--- config.mk ---
export PLATFORM = sky130hd
export DESIGN_NAME = countgen_scheduler
export DESIGN_NICKNAME = d
export VERILOG_FILES = /design/src/rtl/countgen_pkg.sv /design/src/rtl/countgen_rr_pick.sv /design/src/rtl/countgen_scheduler.sv
export SDC_FILE = /design/constraint.sdc
export NUM_CORES = 1
export LEC_CHECK = 0
export ABC_AREA = 1
export BUFFER_PORTS_ARGS = -buffer_cell sky130_fd_sc_hd__buf_2
export CELL_PAD_IN_SITES_DETAIL_PLACEMENT = 1
export CELL_PAD_IN_SITES_GLOBAL_PLACEMENT = 2
export CORE_MARGIN = 10
export CORE_UTILIZATION = 25
export CTS_BUF_LIST = sky130_fd_sc_hd__clkbuf_4 sky130_fd_sc_hd__clkbuf_8
export CTS_CLUSTER_SIZE = 8
export DETAILED_ROUTE_END_ITERATION = 10
export GPL_TIMING_DRIVEN = 0
export PLACE_DENSITY = 0.81
export SYNTH_ARGS = -nofsm -noshare
export SYNTH_HDL_FRONTEND = slang
export SYNTH_SLANG_ARGS = --single-unit
--- constraint.sdc ---
create_clock -name clk -period 1.65 [get_ports clk]
set_clock_uncertainty 0.1 [all_clocks]
set_input_delay 0.33 -clock clk [delete_from_list [all_inputs] [get_ports clk]]
set_output_delay 0.33 -clock clk [all_outputs]
set_load 0.03 [all_outputs]
--- src/rtl/countgen_pkg.sv ---
// Shared types and constants for the countgen scheduler slice.
package countgen_pkg;

  typedef enum logic [1:0] {
    ST_IDLE,
    ST_SETTLE,
    ST_WAIT,
    ST_PUBLISH
  } state_e;

  localparam int PERIOD_W    = 32;
  localparam int DEF_SETTLE  = 4;
  localparam int DEF_TIMEOUT = 1048576;

endpackage

--- src/rtl/countgen_rr_pick.sv ---
// Round-robin picker: nearest set mask bit strictly after `last`, with wrap.
module countgen_rr_pick #(
  parameter  int CHANNELS = 4,
  localparam int IW = (CHANNELS > 1) ? $clog2(CHANNELS) : 1
) (
  input  logic [CHANNELS-1:0] mask,
  input  logic [IW-1:0]       last,
  output logic [IW-1:0]       next,
  output logic                any
);

  logic [IW-1:0] idx;

  // Scan farthest to nearest so the nearest hit is written last.
  always_comb begin
    next = '0;
    idx  = '0;
    any  = |mask;
    for (int i = CHANNELS; i >= 1; i--) begin
      idx = IW'((int'(last) + i) % CHANNELS);
      if (mask[idx]) next = idx;
    end
  end

endmodule

--- src/rtl/countgen_scheduler.sv ---
// Time-shares one countgen_counter across CHANNELS inputs, round-robin.
// Define COUNTGEN_SCHED_TIMEOUT_EN to enable the WAIT timeout.
module countgen_scheduler
  import countgen_pkg::*;
#(
  parameter  int CHANNELS = 4,
  parameter  int SETTLE   = DEF_SETTLE,
  parameter  int TIMEOUT  = DEF_TIMEOUT,
  localparam int CW = (CHANNELS > 1) ? $clog2(CHANNELS) : 1
) (
  input  logic                clk,
  input  logic                rst,
  input  logic                en,
  input  logic [CHANNELS-1:0] chan_mask,
  input  logic [CHANNELS-1:0] in,
  output logic                cnt_in,
  output logic                cnt_rst,
  input  logic [PERIOD_W-1:0] cnt_period,
  output logic                res_valid,
  input  logic                res_ready,
  output logic [PERIOD_W-1:0] res_period,
  output logic [CW-1:0]       res_chan,
  output logic                res_timeout,
  output logic                busy
);

  localparam int SW = $clog2(SETTLE + 1);
  localparam int WW = $clog2(TIMEOUT + 1);

  state_e              state_q, state_d;
  logic [CW-1:0]       sel_q, sel_d;
  logic [CW-1:0]       last_q, last_d;
  logic [SW-1:0]       set_cnt_q, set_cnt_d;
  logic [WW-1:0]       wait_cnt_q, wait_cnt_d;
  logic [PERIOD_W-1:0] period_q, period_d;
  logic [CW-1:0]       chan_q, chan_d;
  logic                tmo_q, tmo_d;
  logic [CW-1:0]       pick;
  logic                pick_any;
  logic                start;
  logic                tmo_hit;

  countgen_rr_pick #(
    .CHANNELS(CHANNELS)
  ) u_pick (
    .mask(chan_mask),
    .last(last_q),
    .next(pick),
    .any (pick_any)
  );

  assign start = en && pick_any;

`ifdef COUNTGEN_SCHED_TIMEOUT_EN
  assign tmo_hit = (wait_cnt_q >= WW'(TIMEOUT - 1));
`else
  assign tmo_hit = 1'b0;
`endif

  always_comb begin
    state_d    = state_q;
    sel_d      = sel_q;
    last_d     = last_q;
    set_cnt_d  = set_cnt_q;
    wait_cnt_d = wait_cnt_q;
    period_d   = period_q;
    chan_d     = chan_q;
    tmo_d      = tmo_q;
    unique case (state_q)
      ST_IDLE: begin
        if (start) state_d = ST_SETTLE;
      end
      ST_SETTLE: begin
        if (set_cnt_q == SW'(SETTLE - 1)) begin
          state_d    = ST_WAIT;
          wait_cnt_d = '0;
        end else begin
          set_cnt_d = set_cnt_q + 1'b1;
        end
      end
      ST_WAIT: begin
        if (wait_cnt_q != '1) wait_cnt_d = wait_cnt_q + 1'b1;
        // A real period beats a same-cycle timeout.
        if (cnt_period != '0) begin
          state_d  = ST_PUBLISH;
          period_d = cnt_period;
          chan_d   = sel_q;
          tmo_d    = 1'b0;
        end else if (tmo_hit) begin
          state_d  = ST_PUBLISH;
          period_d = '0;
          chan_d   = sel_q;
          tmo_d    = 1'b1;
        end
      end
      ST_PUBLISH: begin
        if (res_ready) state_d = start ? ST_SETTLE : ST_IDLE;
      end
      default: state_d = ST_IDLE;
    endcase
    if (state_d == ST_SETTLE && state_q != ST_SETTLE) begin
      sel_d     = pick;
      last_d    = pick;
      set_cnt_d = '0;
    end
  end

  always_ff @(posedge clk) begin
    if (rst) begin
      state_q    <= ST_IDLE;
      sel_q      <= '0;
      last_q     <= CW'(CHANNELS - 1);
      set_cnt_q  <= '0;
      wait_cnt_q <= '0;
      period_q   <= '0;
      chan_q     <= '0;
      tmo_q      <= 1'b0;
    end else begin
      state_q    <= state_d;
      sel_q      <= sel_d;
      last_q     <= last_d;
      set_cnt_q  <= set_cnt_d;
      wait_cnt_q <= wait_cnt_d;
      period_q   <= period_d;
      chan_q     <= chan_d;
      tmo_q      <= tmo_d;
    end
  end

  assign cnt_in      = in[sel_q];
  assign cnt_rst     = rst || (state_q != ST_WAIT);
  assign busy        = !rst && (state_q != ST_IDLE);
  assign res_valid   = !rst && (state_q == ST_PUBLISH);
  assign res_period  = period_q;
  assign res_chan    = chan_q;
  assign res_timeout = tmo_q;

endmodule

Word-level counts from Yosys, hierarchy flattened
Cells that the tools add are included.
{"block": "classes", "n_bitwise": 1, "n_eq_ne": 7, "n_lt_le_gt_ge": 5, "n_reduce_logical": 13, "n_addsub": 5, "muxes": 20, "div_mod_pow": 0, "n_shift": 0, "mul": 0}
{"op": "$reduce_bool 32->1", "n": 1}
{"op": "$mux 2", "n": 8}
{"op": "$lt 2x3->1 const B", "n": 5}
{"op": "$bmux 1 s2", "n": 5}
{"op": "$pmux 2 s4", "n": 1}
{"op": "$mux 1", "n": 6}
{"op": "$add 2x1->2 const B", "n": 2}
{"op": "$add 2x2->2 const B", "n": 2}
{"op": "$eq 2x1->1 const B", "n": 2}
{"op": "$eq 2x2->1 const B", "n": 2}
{"op": "$logic_and 1x1->1", "n": 4}
{"op": "$reduce_and 2->1", "n": 2}
{"op": "$reduce_or 4->1", "n": 1}
{"op": "$add 3x1->3 const B", "n": 1}
{"op": "$eq 3x2->1 const B", "n": 1}
{"op": "$logic_not 2->1", "n": 1}
{"op": "$ne 2x1->1 const B", "n": 1}
{"op": "$ne 2x2->1 const B", "n": 1}
{"op": "$reduce_bool 2->1", "n": 1}
{"op": "$reduce_or 2->1", "n": 1}
{"op": "$logic_not 1->1", "n": 1}
{"op": "$logic_or 1x1->1", "n": 1}
{"op": "$not 1->1", "n": 1}
{"block": "word_totals", "n_memories": 0, "romBits": 0, "inputBits": 44, "latchBits": 0, "register_bits": 43, "output_inout_bits": 39, "mem_bits_rw": 0}

Depth between registers and ports, before layout
Gate-level depths: netlist of the first run.
{"block": "logic_depth", "depth_word": 8, "mapped_depth": 12, "depth_no_buf": 12}

Modules after synthesis
Synthesis of the first run repeated with hierarchy kept, for this count alone.
{"block": "unflattened", "hier_cells": 297, "hier_area_um2": 2087.0}
{"mod": "countgen_scheduler", "cells_each": 246, "instances": 1, "seq_area_each_um2": 860.8, "area_per_inst_um2": 1820.5}
{"mod": "countgen_rr_pick", "cells_each": 51, "instances": 1, "seq_area_each_um2": 0.0, "area_per_inst_um2": 266.5}

Worst setup path before layout of the first run
OpenSTA, ideal clock, no wires.
{"block": "synth_path", "path_type": "reg2reg", "startpoint": "register set_cnt_q[0]", "endpoint": "register set_cnt_q[0]", "setup_ns": 0.116, "path_stages_with_launch": 9, "slack_ns": 0.136, "path_buffers": 0, "arrival_time_ns": 1.298, "cell_sequence": "dfxtp_1 -> ha_1 -> ha_1 -> nor2_1 -> a21oi_1 -> nand3_2 -> nand2_2 -> nand2_1 -> nor2_1"}
{"block": "synth_between", "elab_chain_len": 6, "word_cells_on_any_way": 9, "classes_between": "add/sub: 1; eq/ne: 2; mux: 2; bitwise: 1; reduce/logical: 3"}
{"element": "start: declaration", "line_no": "countgen_scheduler.sv:33", "text": "logic [SW-1:0] set_cnt_q, set_cnt_d;"}
{"element": "start signal: assignment", "line_no": "countgen_scheduler.sv:122", "text": "set_cnt_q <= set_cnt_d;"}
{"element": "$eq 3x2->1", "line_no": "countgen_scheduler.sv:74", "text": "if (set_cnt_q == SW'(SETTLE - 1)) begin"}
{"element": "$mux 2", "line_no": "countgen_scheduler.sv:74"}
{"element": "$pmux 2 s4", "line_no": "countgen_scheduler.sv:69", "text": "unique case (state_q)"}
{"element": "$eq 2x1->1", "line_no": "countgen_scheduler.sv:101", "text": "if (state_d == ST_SETTLE && state_q != ST_SETTLE) begin"}
{"element": "$logic_and 1x1->1", "line_no": "countgen_scheduler.sv:101"}
{"element": "$reduce_or 2->1 (no source line)"}
Several ways; a longest one is shown, not always the timed one.
A chain may end at the register's enable or synchronous reset.

Worst setup path in the final report of the first run
{"block": "layout_path", "startpoint": "register sel_q[0]", "endpoint": "output cnt_in"}
{"block": "layout_between", "elab_chain_len": 2}
{"element": "start: declaration", "line_no": "countgen_scheduler.sv:31", "text": "logic [CW-1:0] sel_q, sel_d;"}
{"element": "start signal: assignment", "line_no": "countgen_scheduler.sv:120", "text": "sel_q <= sel_d;"}
{"element": "$bmux 1 s2", "line_no": "countgen_scheduler.sv:130", "text": "assign cnt_in = in[sel_q];"}
{"element": "$mux 1 (not written as such)", "line_no": "countgen_scheduler.sv:130"}
{"element": "end: declaration", "line_no": "countgen_scheduler.sv:16", "text": "output logic cnt_in,"}
Every way passes these cells. The select of a mux whose other input is x is not followed.

==> results of run 1 <==
==> cell usage after synthesis <==
| library cell | n | area, µm² |
|---|---|---|
| sky130_fd_sc_hd__nand2_1 | 58 | 218 |
| sky130_fd_sc_hd__inv_1 | 53 | 199 |
| sky130_fd_sc_hd__dfxtp_1 | 43 | 861 |
| sky130_fd_sc_hd__a21oi_1 | 38 | 190 |
| sky130_fd_sc_hd__o21ai_0 | 37 | 185 |
| sky130_fd_sc_hd__nor2_1 | 27 | 101 |
| sky130_fd_sc_hd__nand3_1 | 12 | 60.1 |
| sky130_fd_sc_hd__buf_2 | 5 | 25.0 |
| sky130_fd_sc_hd__clkbuf_1 | 4 | 15.0 |
| sky130_fd_sc_hd__nand4_1 | 4 | 25.0 |
| sky130_fd_sc_hd__buf_4 | 2 | 15.0 |
| sky130_fd_sc_hd__clkbuf_2 | 2 | 10.0 |
| sky130_fd_sc_hd__ha_1 | 2 | 25.0 |
| sky130_fd_sc_hd__a31oi_1 | 1 | 6.26 |
| sky130_fd_sc_hd__a32oi_1 | 1 | 8.76 |
| sky130_fd_sc_hd__conb_1 | 1 | 3.75 |
| sky130_fd_sc_hd__nand2_2 | 1 | 6.26 |
| sky130_fd_sc_hd__nand3_2 | 1 | 10.0 |
| sky130_fd_sc_hd__o21ai_4 | 1 | 16.3 |
| sky130_fd_sc_hd__xnor2_1 | 1 | 8.76 |
==> path summary, 6_finish.rpt <==
kind                                               endpoint  slack (ps)  depth (start not counted)
worst max-delay path                                 cnt_in          70                          4
worst min-delay path                  state_q[1]$_SDFF_PP0_         150                          2
worst max register to register    set_cnt_q[0]$_SDFFE_PP0P_         110                          8
worst min register to register  res_period[27]$_SDFFE_PP0P_         350                          2
==> registers in the layout, summed over array words and instances (netlist names) <==
name and flops:
state_q 2, sel_q 2, set_cnt_q 3, res_period 32, last_q 2, res_chan 2
==> timing repair <==
item | CTS | global route
cloned | 0 | 0
buffers inserted | 0 | 3
gates resized for setup | 8 | 19
pin swaps | 0 | 3
endpoints found under the setup margin | 10 | 12
==> per-layer routing <==
metal  up-vias  global-route usage
li1       1106                   -
met4         2              0.0279
met2        56               0.180
met1       978               0.122
met3         8              0.0525
met5         -                   0
==> critical path: cells and delay by family (launching register included) <==
kind,cells,cell delay [ps]
AND/OR/NAND/NOR,1,50
AO/OA/AOI/OAI,1,180
flip-flops,1,370
buffers and inverters,2,250
==> layout make-up <==
cell class / count / area share
sequential: 43 / 0.321
inverter: 53 / 0.0733
tap: 102 / 0.0470
clock buffer: 5 / 0.0254
antenna: 1 / 0.000923
timing repair buffer: 84 / 0.160
multi-input combinational: 185 / 0.338
buffer: 13 / 0.0263
clock inverter: 3 / 0.00876
==> through the flow <==
step,hold slack [ps],instances
4_1_cts,146,485
5_1_grt,162,489
6_report,152,489
3_5_place_dp,337,477
3_3_place_gp,330,477
2_1_floorplan,299,294
==> cell families after synthesis <==
| family | share of synthesized area |
|---|---|
| xor+xnor | 0.00440 |
| fa+ha+maj | 0.0126 |
| other cells | 0.00188 |
| simple gates | 0.211 |
| buf+inv | 0.133 |
| compound gates | 0.204 |
| flops | 0.433 |
==> power by group <==
group	total (mW)	leakage (nW)	internal [mW]	switching, mW
clock network	0.705	0.0408	0.303	0.402
registers	1.09	0.349	1.06	0.0288
logic	0.437	0.877	0.174	0.264
==> impl_metrics.json, run 1 <==
{
  "run_status": "finished, final reports clean",
  "finish.utilization": 0.351,
  "dr.first_iter.drc_count": 42,
  "hold_class": "in -> reg",
  "firstDrtPassIters": 3,
  "worst_skew_pair.late_latency_ps": 290,
  "initial_core_util": 0.257,
  "met1_wl_um": 2820,
  "number_of_nets_in_the_synthesized_netlist": 340,
  "hpwlAfterDp_um": 5410,
  "worst_r2r_startpoint": "set_cnt_q[0]$_SDFFE_PP0P_",
  "drive_gt1_frac": 0.301,
  "cp.required_ps": 1220,
  "dr_wl_met3_um": 643,
  "synth_sequential_area_ratio": 0.433,
  "grt_pass1_vias": 2243,
  "pin_count_of_the_biggest_net_entering_global_routing": 16,
  "worst-setup-path-type": "reg -> out",
  "mostFrequentLayoutCells": "sky130_fd_sc_hd__buf_2, sky130_fd_sc_hd__nand2_1, sky130_fd_sc_hd__inv_1, sky130_fd_sc_hd__dfxtp_1, sky130_fd_sc_hd__a21oi_1",
  "fp.coreArea_mm2": 0.00773,
  "hold_viol": 0,
  "cts.reportedPaths.clkPinSlew_ps": 100,
  "synthesized_instance_count": 294,
  "ant_nets": 0,
  "setup_total_negative_slack_ps": 0,
  "worstSetupStartpointType": "register",
  "chipWidth_um": 109,
  "nNetsFinal": 431,
  "setup_violations": 0,
  "tritoncts": "yes",
  "multiInputGateArea_um2": 917,
  "final.setup.worst_slack_ps": 72.1,
  "vias": 2150,
  "flow.area_growth_from_synthesis_pct": 36.4,
  "power.density_cell_area_mw_per_mm2": 824,
  "grt_pass1_wl_um": 10500,
  "final-max-slew-violation-count": 0,
  "placement_rows": 32,
  "seq_area_um2": 870,
  "grt_use_total": 0.109,
  "placed_cell_area_mm2": 0.00252,
  "fin_crit_ps": 1580,
  "design_power_total_mw": 2.24,
  "netlist_area_mm2": 0.00199,
  "ctsHtreeMaxLevel": 2,
  "routed_wire_length_per_instance_um": 13.4,
  "detailedPlace.worstSlack_ps": -242,
  "avgSynthCellArea_um2": 6.77,
  "floorplan.die_area_mm2": 0.0119,
  "cp_cell_sequence": "inv_2 -> nand2_2 -> a32oi_2 -> buf_4",
  "route.detailed.drc": 0,
  "worstPathMaxFanout": 5,
  "fmaxAchievable_ghz": 0.634,
  "gp_routability_congestion": 0.810,
  "die_height_um": 109,
  "worst_path_largest_cell_delay_ps": 370,
  "post_dr_vias_cell": 4.40,
  "detailroute.wirelength.met2_um": 3010,
  "ys_warn_count": 0,
  "timing.critical_path.to_type": "primary output",
  "final_cell_area_mm2": 0.00271,
  "irDropWorstVdd_mv": 0.310,
  "crit_start": "sel_q[0]$_SDFFE_PP0P_",
  "top_layer": "met5",
  "hp-start": "rst",
  "cts_hold_buf": 0,
  "detail_route.wirelength_um": 6540,
  "timing.critical_path.arrival_ps": 1150,
  "pin_count": 83,
  "leading_cell_type_in_the_layout_fill_and_taps_excluded": "sky130_fd_sc_hd__buf_2",
  "overflow": 0,
  "clock-sinks": 43,
  "ys_seq_elements": 43,
  "cts_made_buffers": 5,
  "cp_max_stage_cell": "sky130_fd_sc_hd__dfxtp_4",
  "ys_types": 20,
  "finalCritPeriodShare": 0.956,
  "cts_buffer_depth": 2,
  "clk_root_buffer_cell": "sky130_fd_sc_hd__clkbuf_8",
  "maxCapViolations": 0,
  "initial_antenna_violation_count": 2,
  "place.port_buffers": 81,
  "leakagePower_nw": 1.27,
  "filler_cells": 1005
}
No activity file was read; power rests on OpenSTA's default activity.
==> run 2: changes to the inputs <==
--- a/config.mk
+++ b/config.mk
@@ -10,12 +10,12 @@
 export CELL_PAD_IN_SITES_DETAIL_PLACEMENT = 1
 export CELL_PAD_IN_SITES_GLOBAL_PLACEMENT = 2
 export CORE_MARGIN = 10
-export CORE_UTILIZATION = 25
+export CORE_UTILIZATION = 23
 export CTS_BUF_LIST = sky130_fd_sc_hd__clkbuf_4 sky130_fd_sc_hd__clkbuf_8
 export CTS_CLUSTER_SIZE = 8
 export DETAILED_ROUTE_END_ITERATION = 10
 export GPL_TIMING_DRIVEN = 0
-export PLACE_DENSITY = 0.81
+export PLACE_DENSITY = 0.78
 export SYNTH_ARGS = -nofsm -noshare
 export SYNTH_HDL_FRONTEND = slang
 export SYNTH_SLANG_ARGS = --single-unit
==> constraint.sdc (replaced) <==
create_clock -name clk -period 1.3 [get_ports clk]
set_clock_uncertainty 0.1 [all_clocks]
set_input_delay 0.26 -clock clk [delete_from_list [all_inputs] [get_ports clk]]
set_output_delay 0.26 -clock clk [all_outputs]
set_load 0.03 [all_outputs]
==> impl_metrics.json, run 2 (synthesis gave the netlist of run 1 again) <==
{
  "fp.coreArea_mm2": 0.00830,
  "timing.critical_path.arrival_ps": 1120,
  "cts_buffer_depth": 2,
  "finalCritPeriodShare": 1.14,
  "floorplan.die_area_mm2": 0.0128,
  "setup_total_negative_slack_ps": -4200,
  "holdPathEnd": "res_period[9]$_SDFFE_PP0P_",
  "pin_count": 83,
  "rsz0062_at_grt": "true",
  "placed_cell_area_mm2": 0.00262,
  "final-max-slew-violation-count": 0,
  "pin_count_of_the_biggest_net_entering_global_routing": 15,
  "leading_cell_type_in_the_layout_fill_and_taps_excluded": "sky130_fd_sc_hd__buf_2",
  "antenna_cells": 0,
  "clock-sinks": 43,
  "initial_antenna_violation_count": 1,
  "grt_pass1_vias": 2499,
  "setup_violations": 46,
  "final_cell_area_mm2": 0.00353,
  "dr.first_iter.drc_count": 38,
  "hp-start": "cnt_period[9]",
  "filler_cells": 1001,
  "worstSetupStartpointType": "register",
  "seq_area_um2": 886,
  "vias": 2264,
  "overflow": 0,
  "detail_route.wirelength_um": 7660,
  "top_layer": "met4",
  "largest_reg_flops": 32,
  "worst_skew_pair.late_latency_ps": 300,
  "die_height_um": 113,
  "drive_gt1_frac": 0.569,
  "fin_crit_ps": 1480,
  "gp_routability_congestion": 0.691,
  "firstDrtPassIters": 4,
  "timing.rr.end": "last_q[0]$_SDFFE_PP1P_",
  "max_slew.worst_pin.slew_ps": 820,
  "mostFrequentLayoutCells": "sky130_fd_sc_hd__buf_2, sky130_fd_sc_hd__inv_1, sky130_fd_sc_hd__nand2_1, sky130_fd_sc_hd__dfxtp_1, sky130_fd_sc_hd__o21ai_2",
  "slew_headroom": 0.454,
  "routed_wire_length_per_instance_um": 15.2,
  "detailroute.wirelength.met2_um": 4030,
  "grt_pass1_wl_um": 12200,
  "finish.utilization": 0.426,
  "power.density_cell_area_mw_per_mm2": 979,
  "place.port_buffers": 81,
  "flow.area_growth_from_synthesis_pct": 77.5,
  "fmaxAchievable_ghz": 0.676,
  "ant_nets": 0,
  "route.detailed.drc": 0,
  "holdPathStages": 3,
  "cts.reportedPaths.clkPinSlew_ps": 90,
  "timing.critical_path.to_type": "primary output",
  "worst_r2r_startpoint": "set_cnt_q[0]$_SDFFE_PP0P_",
  "final.setup.worst_slack_ps": -179,
  "reg2reg_setup_slack_ps": -140,
  "tritoncts": "yes",
  "grt_use_total": 0.115,
  "post_dr_vias_cell": 4.49,
  "worst-setup-path-type": "reg -> out",
  "dr_wl_met3_um": 621,
  "maxCapViolations": 0,
  "hpwlAfterDp_um": 5530,
  "worstPathMaxFanout": 4,
  "hold_viol": 0,
  "reg2regPathDepth": 8,
  "hold_class": "in -> reg",
  "leakagePower_nw": 1.54,
  "cp.required_ps": 940,
  "cts_made_buffers": 5,
  "hold-worst-slack_ps": 126,
  "initial_core_util": 0.240,
  "detailedPlace.worstSlack_ps": -524,
  "violated_checks": "setup timing",
  "ctsHtreeMaxLevel": 2,
  "multiInputGateArea_mm2": 0.00135,
  "met1_wl_um": 2930,
  "nNetsFinal": 444,
  "run_status": "complete, but fails checks",
  "clk_root_buffer_cell": "sky130_fd_sc_hd__clkbuf_8",
  "cts_hold_buf": 0,
  "placement_rows": 33,
  "chipWidth_um": 113,
  "irDropWorstVdd_mv": 0.433
}
-- run 2: cell count changes in the layout (fill, tap and decap cells not counted), sizes merged --
cell and delta:
inv -1, diode -1, bufinv +2, buf +13, clkinvlp -1
-- run 2: metrics by stage --
stage	total power, mW	std cells
detailed placement	1.96	480
finish	3.46	504
floorplan	1.77	294
global placement	1.95	480
CTS	3.40	501
global route	3.65	504
-- run 2: repair_timing --
action                     4_1_cts  5_1_grt
setup buffers                    7        4
gates resized for setup        143       55
gates cloned                     6        0
pin swaps                       23       21
setup endpoints to repair       46       46
-- run 2: worst max-delay path: stages, from the launching register on --
cell and delay [ps]:
sky130_fd_sc_hd__dfxtp_4 370, sky130_fd_sc_hd__inv_2 60, sky130_fd_sc_hd__nand2_2 40, sky130_fd_sc_hd__a32oi_2 190, sky130_fd_sc_hd__buf_6 160
-- run 2: layer usage --
layer | vias up | global-route usage
li1 | 1132 | -
met3 | 8 | 0.0539
met4 | 0 | 0.0279
met2 | 50 | 0.205
met5 | - | 0
met1 | 1074 | 0.118
-- run 2: area by class of cell --
class / instances / share of cell area
plain buffers: 13 / 0.0450
clock buffers: 5 / 0.0195
clock inverters: 3 / 0.0191
inverters: 53 / 0.0577
multi-input cells: 185 / 0.383
flip-flops and latches: 43 / 0.251
well taps: 105 / 0.0372
repair buffers: 97 / 0.187
-- run 2: how the worst max path moves through the flow --
stage                                     start                         to  cells after the start
after global routing      sel_q[0]$_SDFFE_PP0P_                     cnt_in                      4
final                     sel_q[0]$_SDFFE_PP0P_                     cnt_in                      4
after global placement            cnt_period[3]  set_cnt_q[0]$_SDFFE_PP0P_                     10
after detailed placement          cnt_period[0]  set_cnt_q[0]$_SDFFE_PP0P_                     10
after floorplan                   cnt_period[3]  set_cnt_q[0]$_SDFFE_PP0P_                      9
after CTS                 sel_q[0]$_SDFFE_PP0P_                     cnt_in                      4
-- run 2: report_power, final --
part           internal, mW  leakage (nW)  switching [mW]
registers              1.35         0.351          0.0456
clock network         0.767        0.0644           0.505
logic                 0.330          1.12           0.458
